**config.mk**
```make
export PLATFORM = sky130hd
export DESIGN_NAME = seq_gen
export DESIGN_NICKNAME = d
export VERILOG_FILES = /design/src/rtl/seq_gen.sv
export SDC_FILE = /design/constraint.sdc
export NUM_CORES = 1
export LEC_CHECK = 0
export BUFFER_PORTS_ARGS = -buffer_cell sky130_fd_sc_hd__clkbuf_2
export CAP_MARGIN = 10
export CORE_MARGIN = 4
export CORE_UTILIZATION = 30
export DETAILED_ROUTE_END_ITERATION = 10
export GPL_ROUTABILITY_DRIVEN = 0
export SLEW_MARGIN = 20
export SYNTH_ARGS = -nofsm -noshare
export SYNTH_HDL_FRONTEND = slang
export SYNTH_SLANG_ARGS = --single-unit
```
**constraint.sdc**
```tcl
create_clock -name clk -period 2.05 [get_ports clk]
set_input_delay 0.1025 -clock clk [delete_from_list [all_inputs] [get_ports clk]]
set_output_delay 0.1025 -clock clk [all_outputs]
set_load 0.03 [all_outputs]
```
**src/rtl/seq_gen.sv**
```systemverilog
// -----------------------------------------------------------------------------
// seq_gen
// Serial test-pattern transmitter for the sequence detector FSMs. On an
// accepted start it latches a WIDTH-bit pattern and a repeat count. It then
// shifts the pattern out MSB first, one bit per clock, for repeat_n back-to-back
// repetitions, and finishes with a one-cycle done pulse.
//
// Optional feature:
//   SEQ_GEN_GAP_EN  when defined, one idle cycle (out_valid=0, out=0, busy=1)
//                   is inserted between consecutive repetitions.
//
// Parameters:
//   WIDTH      pattern length in bits (>= 2)
//   CNT_W      width of the repeat count
//
// Ports:
//   clk        system clock, rising edge
//   reset      asynchronous, active-low reset
//   start      transmit request, only honoured in IDLE
//   abort      synchronous cancel while transmitting; no done pulse
//   pattern    bit pattern, latched on an accepted start
//   repeat_n   number of repetitions, latched on an accepted start
//   out        serial bit for the detector input
//   out_valid  out carries a pattern bit this cycle
//   busy       transmission in progress
//   done       one-cycle completion pulse
// -----------------------------------------------------------------------------
module seq_gen #(
  parameter int WIDTH = 8,
  parameter int CNT_W = 4
) (
  input  logic             clk,
  input  logic             reset,
  input  logic             start,
  input  logic             abort,
  input  logic [WIDTH-1:0] pattern,
  input  logic [CNT_W-1:0] repeat_n,
  output logic             out,
  output logic             out_valid,
  output logic             busy,
  output logic             done
);

  localparam int BW = $clog2(WIDTH);
  localparam logic [BW-1:0] LAST_BIT = BW'(WIDTH - 1);

  typedef enum logic [1:0] {
    IDLE  = 2'd0,
    SHIFT = 2'd1,
    DONE  = 2'd2
`ifdef SEQ_GEN_GAP_EN
    , GAP = 2'd3
`endif
  } state_t;

  state_t           state, state_n;
  logic [WIDTH-1:0] shift_reg, shift_n;
  logic [BW-1:0]    bit_cnt, bit_n;
  logic [CNT_W-1:0] rep_cnt, rep_n;
  logic             out_n, valid_n, busy_n, done_n;

  // State, datapath and output registers. The outputs are registered copies of
  // what the next state will present, so nothing reaches an output port
  // combinationally from an input.
  always_ff @(posedge clk or negedge reset) begin
    if (!reset) begin
      state     <= IDLE;
      shift_reg <= '0;
      bit_cnt   <= '0;
      rep_cnt   <= '0;
      out       <= 1'b0;
      out_valid <= 1'b0;
      busy      <= 1'b0;
      done      <= 1'b0;
    end else begin
      state     <= state_n;
      shift_reg <= shift_n;
      bit_cnt   <= bit_n;
      rep_cnt   <= rep_n;
      out       <= out_n;
      out_valid <= valid_n;
      busy      <= busy_n;
      done      <= done_n;
    end
  end

  // Next-state and datapath logic.
  always_comb begin
    state_n = state;
    shift_n = shift_reg;
    bit_n   = bit_cnt;
    rep_n   = rep_cnt;
    case (state)
      IDLE: begin
        if (start) begin
          shift_n = pattern;
          rep_n   = repeat_n;
          bit_n   = LAST_BIT;
          state_n = (repeat_n != '0) ? SHIFT : DONE;
        end
      end
      SHIFT: begin
        if (abort) begin
          state_n = IDLE;
        end else begin
          // Rotating (not shifting) leaves the original pattern in the
          // register at every repetition boundary, so no reload is needed.
          shift_n = {shift_reg[WIDTH-2:0], shift_reg[WIDTH-1]};
          if (bit_cnt == '0) begin
            rep_n = rep_cnt - CNT_W'(1);
            if (rep_cnt == CNT_W'(1)) begin
              state_n = DONE;
            end else begin
              bit_n = LAST_BIT;
`ifdef SEQ_GEN_GAP_EN
              state_n = GAP;
`else
              state_n = SHIFT;
`endif
            end
          end else begin
            bit_n = bit_cnt - BW'(1);
          end
        end
      end
`ifdef SEQ_GEN_GAP_EN
      GAP: begin
        state_n = abort ? IDLE : SHIFT;
      end
`endif
      DONE: begin
        state_n = IDLE;
      end
      default: begin
        state_n = IDLE;
      end
    endcase
  end

  // Output values for the coming cycle, decoded from the next state.
  always_comb begin
    out_n   = 1'b0;
    valid_n = 1'b0;
    busy_n  = 1'b0;
    done_n  = 1'b0;
    if (state_n == SHIFT) begin
      out_n   = shift_n[WIDTH-1];
      valid_n = 1'b1;
      busy_n  = 1'b1;
    end
`ifdef SEQ_GEN_GAP_EN
    if (state_n == GAP) begin
      busy_n = 1'b1;
    end
`endif
    if (state_n == DONE) begin
      done_n = 1'b1;
    end
  end

endmodule

```
==> flow_summary.html <==
<table>
<tr><th>Metric</th><th>Value</th></tr>
<tr><th colspan="2">Route</th></tr>
<tr><td>Count of nets left with antenna violations after detail routing</td><td>0</td></tr>
<tr><td>Total routed wirelength</td><td>2041 um</td></tr>
<tr><td>Via total after detailed routing</td><td>812</td></tr>
<tr><td>Number of DRC violations after detailed routing</td><td>0</td></tr>
<tr><td>Wire length per cell</td><td>12.68 um</td></tr>
<tr><td>DRT Pass-1 Iters</td><td>5</td></tr>
<tr><td>Vias per cell</td><td>5.043</td></tr>
<tr><td>Initial detailed-routing violation count</td><td>38</td></tr>
<tr><th colspan="2">Placement</th></tr>
<tr><td>Count of buffers from port buffering</td><td>19</td></tr>
<tr><td>Half-perimeter wire length of the detailed placement result</td><td>1554 um</td></tr>
<tr><td>Post-placement worst setup slack</td><td>0.3150 ns</td></tr>
<tr><td>Placed insts</td><td>155</td></tr>
<tr><th colspan="2">Clock tree</th></tr>
<tr><td>Clock tree from TritonCTS</td><td>yes</td></tr>
<tr><td>Max Buffers Root-to-Sink</td><td>2</td></tr>
<tr><td>Resize count post-CTS</td><td>0</td></tr>
<tr><td>CTS root buffer</td><td>sky130_fd_sc_hd__clkbuf_4</td></tr>
<tr><td>Sinks on Clock Net</td><td>20</td></tr>
<tr><td>Reg clk slew, reported paths</td><td>0.11 ns</td></tr>
<tr><td>Deepest level of the CTS H-tree</td><td>1</td></tr>
<tr><td>Inserted Clock Buffers</td><td>3</td></tr>
<tr><td>Clock latency on the worst-skew pair</td><td>0.29 ns</td></tr>
<tr><th colspan="2">Logic synthesis</th></tr>
<tr><td>Cell taking the most area after synthesis</td><td>sky130_fd_sc_hd__dfrtp_1</td></tr>
<tr><td>Fraction of the yosys area taken by sequential cells</td><td>49.88%</td></tr>
<tr><td>Synthesis-stage register bit count</td><td>20</td></tr>
<tr><td>Count of unique library cells instantiated by Yosys</td><td>31</td></tr>
<tr><td>Post-Synthesis Mean Instance Area</td><td>10.56 um2</td></tr>
<tr><td>Area of the mapped netlist</td><td>1003 um2</td></tr>
<tr><td>Number of warning messages in the yosys log</td><td>0</td></tr>
<tr><td>Top cells by area, synth</td><td>sky130_fd_sc_hd__dfrtp_1 50%, sky130_fd_sc_hd__a222oi_1 7.0%, sky130_fd_sc_hd__ha_1 5.0%</td></tr>
<tr><td>Share of the synthesized area in the top cell type</td><td>49.88%</td></tr>
<tr><td>Post-Synthesis Net Count</td><td>115</td></tr>
<tr><td>Mapped Cells</td><td>95</td></tr>
<tr><th colspan="2">Setup path</th></tr>
<tr><td>Cell Chain, Critical Path</td><td>inv_1 &gt; ha_1 &gt; nor3b_1 &gt; nand3b_1 &gt; a22o_1 &gt; and2_1</td></tr>
<tr><td>Nature of the critical path endpoint</td><td>flop</td></tr>
<tr><td>Startpoint types</td><td>flop</td></tr>
<tr><td>Critical-path top delay cell</td><td>sky130_fd_sc_hd__dfrtp_1</td></tr>
<tr><td>Endpoint required time on the critical path</td><td>2.25 ns</td></tr>
<tr><td>Critical path's largest stage delay</td><td>0.40 ns</td></tr>
<tr><td>Critical Path Fanout Max</td><td>6</td></tr>
<tr><td>Critical Setup Path Class</td><td>flop to flop</td></tr>
<tr><td>Data arrival at the endpoint of the critical path</td><td>1.96 ns</td></tr>
<tr><th colspan="2">Final layout</th></tr>
<tr><td>Share of final-layout standard cells stronger than drive strength 1</td><td>23.08%</td></tr>
<tr><td>Nets</td><td>138</td></tr>
<tr><td>Max FFs per register</td><td>8</td></tr>
<tr><td>Most frequent cells in the layout</td><td>20 x sky130_fd_sc_hd__dfrtp_1, 19 x sky130_fd_sc_hd__clkbuf_2, 13 x sky130_fd_sc_hd__inv_1</td></tr>
<tr><td>Final instance count without filler cells</td><td>161</td></tr>
<tr><td>Most frequent standard cell in the layout excluding fill and tap cells</td><td>sky130_fd_sc_hd__dfrtp_1</td></tr>
<tr><td>Synth-to-Final Area Change</td><td>19.08%</td></tr>
<tr><td>Antenna Cells</td><td>0</td></tr>
<tr><td>Share of the core filled with cells</td><td>38.20%</td></tr>
<tr><th colspan="2">Die</th></tr>
<tr><td>Die ar.</td><td>4334 um2</td></tr>
<tr><td>Standard-cell row count</td><td>20</td></tr>
<tr><td>I/O pin count</td><td>20</td></tr>
<tr><td>Die span in y</td><td>65.84 um</td></tr>
<tr><td>Placeable Area</td><td>3128 um2</td></tr>
<tr><td>Die Width</td><td>65.84 um</td></tr>
<tr><td>Starting density of the core</td><td>32.08%</td></tr>
<tr><th colspan="2">Pwr</th></tr>
<tr><td>Share of total power in combinational logic</td><td>29.6%</td></tr>
<tr><td>Sw power</td><td>0.3846 mW</td></tr>
<tr><td>Leakage dissipation</td><td>0.6048 nW</td></tr>
<tr><td>Cell-internal power</td><td>0.7679 mW</td></tr>
<tr><td>Share of power burned in registers</td><td>50.8%</td></tr>
<tr><td>Switching power as a share of total power</td><td>33.37%</td></tr>
<tr><td>PwrDens</td><td>964.5 nW/um2</td></tr>
<tr><td>IR drop worst, VDD</td><td>0.2783 mV</td></tr>
<tr><td>Clock power share</td><td>19.6%</td></tr>
<tr><th colspan="2">Timing</th></tr>
<tr><td>Final setup TNS</td><td>0 ns</td></tr>
<tr><td>Final setup violation count</td><td>0</td></tr>
<tr><td>Final max-slew violation count</td><td>0</td></tr>
<tr><td>F_max</td><td>567.0 MHz</td></tr>
<tr><td>Transition at the pin with the smallest max-transition slack</td><td>0.5038 ns</td></tr>
<tr><td>Final count of hold timing violations</td><td>0</td></tr>
<tr><td>Unrepaired setup endpoints after global routing</td><td>false</td></tr>
<tr><td>Worst slew slack as a fraction of its limit</td><td>66.41%</td></tr>
<tr><td>Share of the cycle needed by the critical path after routing</td><td>86.03%</td></tr>
<tr><td>Clock period minus worst slack</td><td>1.764 ns</td></tr>
<tr><td>Final WS setup</td><td>0.2864 ns</td></tr>
<tr><td>Min Hold Slack</td><td>0.01600 ns</td></tr>
<tr><td>Clk_skew</td><td>0.0009051 ns</td></tr>
<tr><th colspan="2">Global route</th></tr>
<tr><td>GRT overflow</td><td>0</td></tr>
<tr><td>Number of global-route vias before repair</td><td>758</td></tr>
<tr><td>Pin count of the biggest net entering global routing</td><td>21</td></tr>
<tr><td>All-layer global routing usage</td><td>10.59%</td></tr>
<tr><td>Initial antenna violation count</td><td>0</td></tr>
<tr><td>First-pass GRT wire length</td><td>3498 um</td></tr>
<tr><th colspan="2">Hold path</th></tr>
<tr><td>Path type of the worst min-delay path</td><td>input pin to flop</td></tr>
<tr><th colspan="2">Status</th></tr>
<tr><td>Outcome</td><td>completed</td></tr>
<tr><th colspan="2">Flow run</th></tr>
<tr><td>Max-cap check violation count</td><td>0</td></tr>
</table>
-- per-layer routing --
layer | track usage (%) | vias to the layer above | share of wire [%]
met4 | 6.995 | 0 | 2.6
met5 | 0 | - | 0
met1 | 13.94 | 388 | 47
li1 | - | 394 | -
met2 | 16.40 | 26 | 45
met3 | 1.020 | 4 | 4.7
-- through the flow --
stage / instance area, um2 / power [mW]
final: 1195 / 1.153
after floorplan: 1003 / 0.8376
after global placement: 1139 / 0.9188
after CTS: 1185 / 1.165
after global routing: 1195 / 1.257
after detailed placement: 1139 / 0.9341
-- power by group through the flow --
stage	clock (mW)	combinational (mW)	sequential, mW
2_1_floorplan	0	0.256	0.581
3_3_place_gp	0	0.328	0.591
3_5_place_dp	0	0.342	0.592
4_1_cts	0.238	0.342	0.585
5_1_grt	0.264	0.392	0.601
6_report	0.226	0.341	0.586
-- worst max-delay path, delay by kind of cell (launching register included) --
kind                       cells  cell delay [ns]
AOI/OAI and AO/OA              1             0.31
buffers and inverters          1             0.08
adders and majority gates      1             0.21
and+or+nand+nor                3             0.67
DFF                            1             0.40
-- Yosys cell counts --
cell / n
sky130_fd_sc_hd__a21o_1: 3
sky130_fd_sc_hd__nor3_1: 2
sky130_fd_sc_hd__or3_1: 1
sky130_fd_sc_hd__o211ai_1: 2
sky130_fd_sc_hd__nand2b_4: 1
sky130_fd_sc_hd__a22oi_1: 1
sky130_fd_sc_hd__o21ai_0: 2
sky130_fd_sc_hd__inv_1: 13
sky130_fd_sc_hd__mux2i_1: 1
sky130_fd_sc_hd__o32ai_1: 2
sky130_fd_sc_hd__and2_1: 1
sky130_fd_sc_hd__dfrtp_1: 20
sky130_fd_sc_hd__a21oi_1: 6
sky130_fd_sc_hd__a31oi_1: 2
sky130_fd_sc_hd__nor2_2: 1
sky130_fd_sc_hd__and3b_1: 1
sky130_fd_sc_hd__nand3_1: 1
sky130_fd_sc_hd__nand3b_1: 1
sky130_fd_sc_hd__nor2_1: 4
sky130_fd_sc_hd__ha_1: 4
sky130_fd_sc_hd__nand2b_1: 3
sky130_fd_sc_hd__o21bai_1: 1
sky130_fd_sc_hd__a211oi_1: 1
sky130_fd_sc_hd__buf_2: 3
sky130_fd_sc_hd__a22o_1: 2
sky130_fd_sc_hd__buf_4: 1
sky130_fd_sc_hd__nand2_1: 3
sky130_fd_sc_hd__nand4bb_1: 1
sky130_fd_sc_hd__a222oi_1: 7
sky130_fd_sc_hd__or4_4: 1
sky130_fd_sc_hd__nor3b_1: 3
-- final timing paths --
kind                       cells after the start  startpoint      endpoint  slack, ns
max reg2reg                                    6  bit_cnt[0]           out       0.29
max in group asynchronous                      2       reset           out       1.42
min in group asynchronous                      2       reset          done       0.30
min reg2reg                                    1  bit_cnt[0]    bit_cnt[0]       0.48
min                                            3  pattern[2]  shift_reg[2]       0.02
max                                            6  bit_cnt[0]           out       0.29
-- cell type report --
cell class              instances  area, um2
fillers                       303       1933
flip-flops and latches         20      500.5
multi-input cells              58      431.7
repair buffers                 22      122.6
well taps                      44      55.05
inverters                      13      48.80
clock buffers                   4      36.28
-- kinds of logic (layout without fill, tap and decap cells) --
kind of cell | Yosys count | in the layout | share of synthesized area [%]
buffers and inverters | 17 | 39 | 7.107
and+or+nand+nor | 24 | 24 | 15.34
AOI/OAI and AO/OA | 29 | 29 | 21.70
adders and majority gates | 4 | 4 | 4.988
DFF | 20 | 20 | 49.88
muxes | 1 | 1 | 0.9975
-- timing repair --
item	in CTS	in global routing
hold buffers	1	1
endpoints found under the hold margin	20	1
setup buffers	0	0
(Power assumes the default switching activity.)
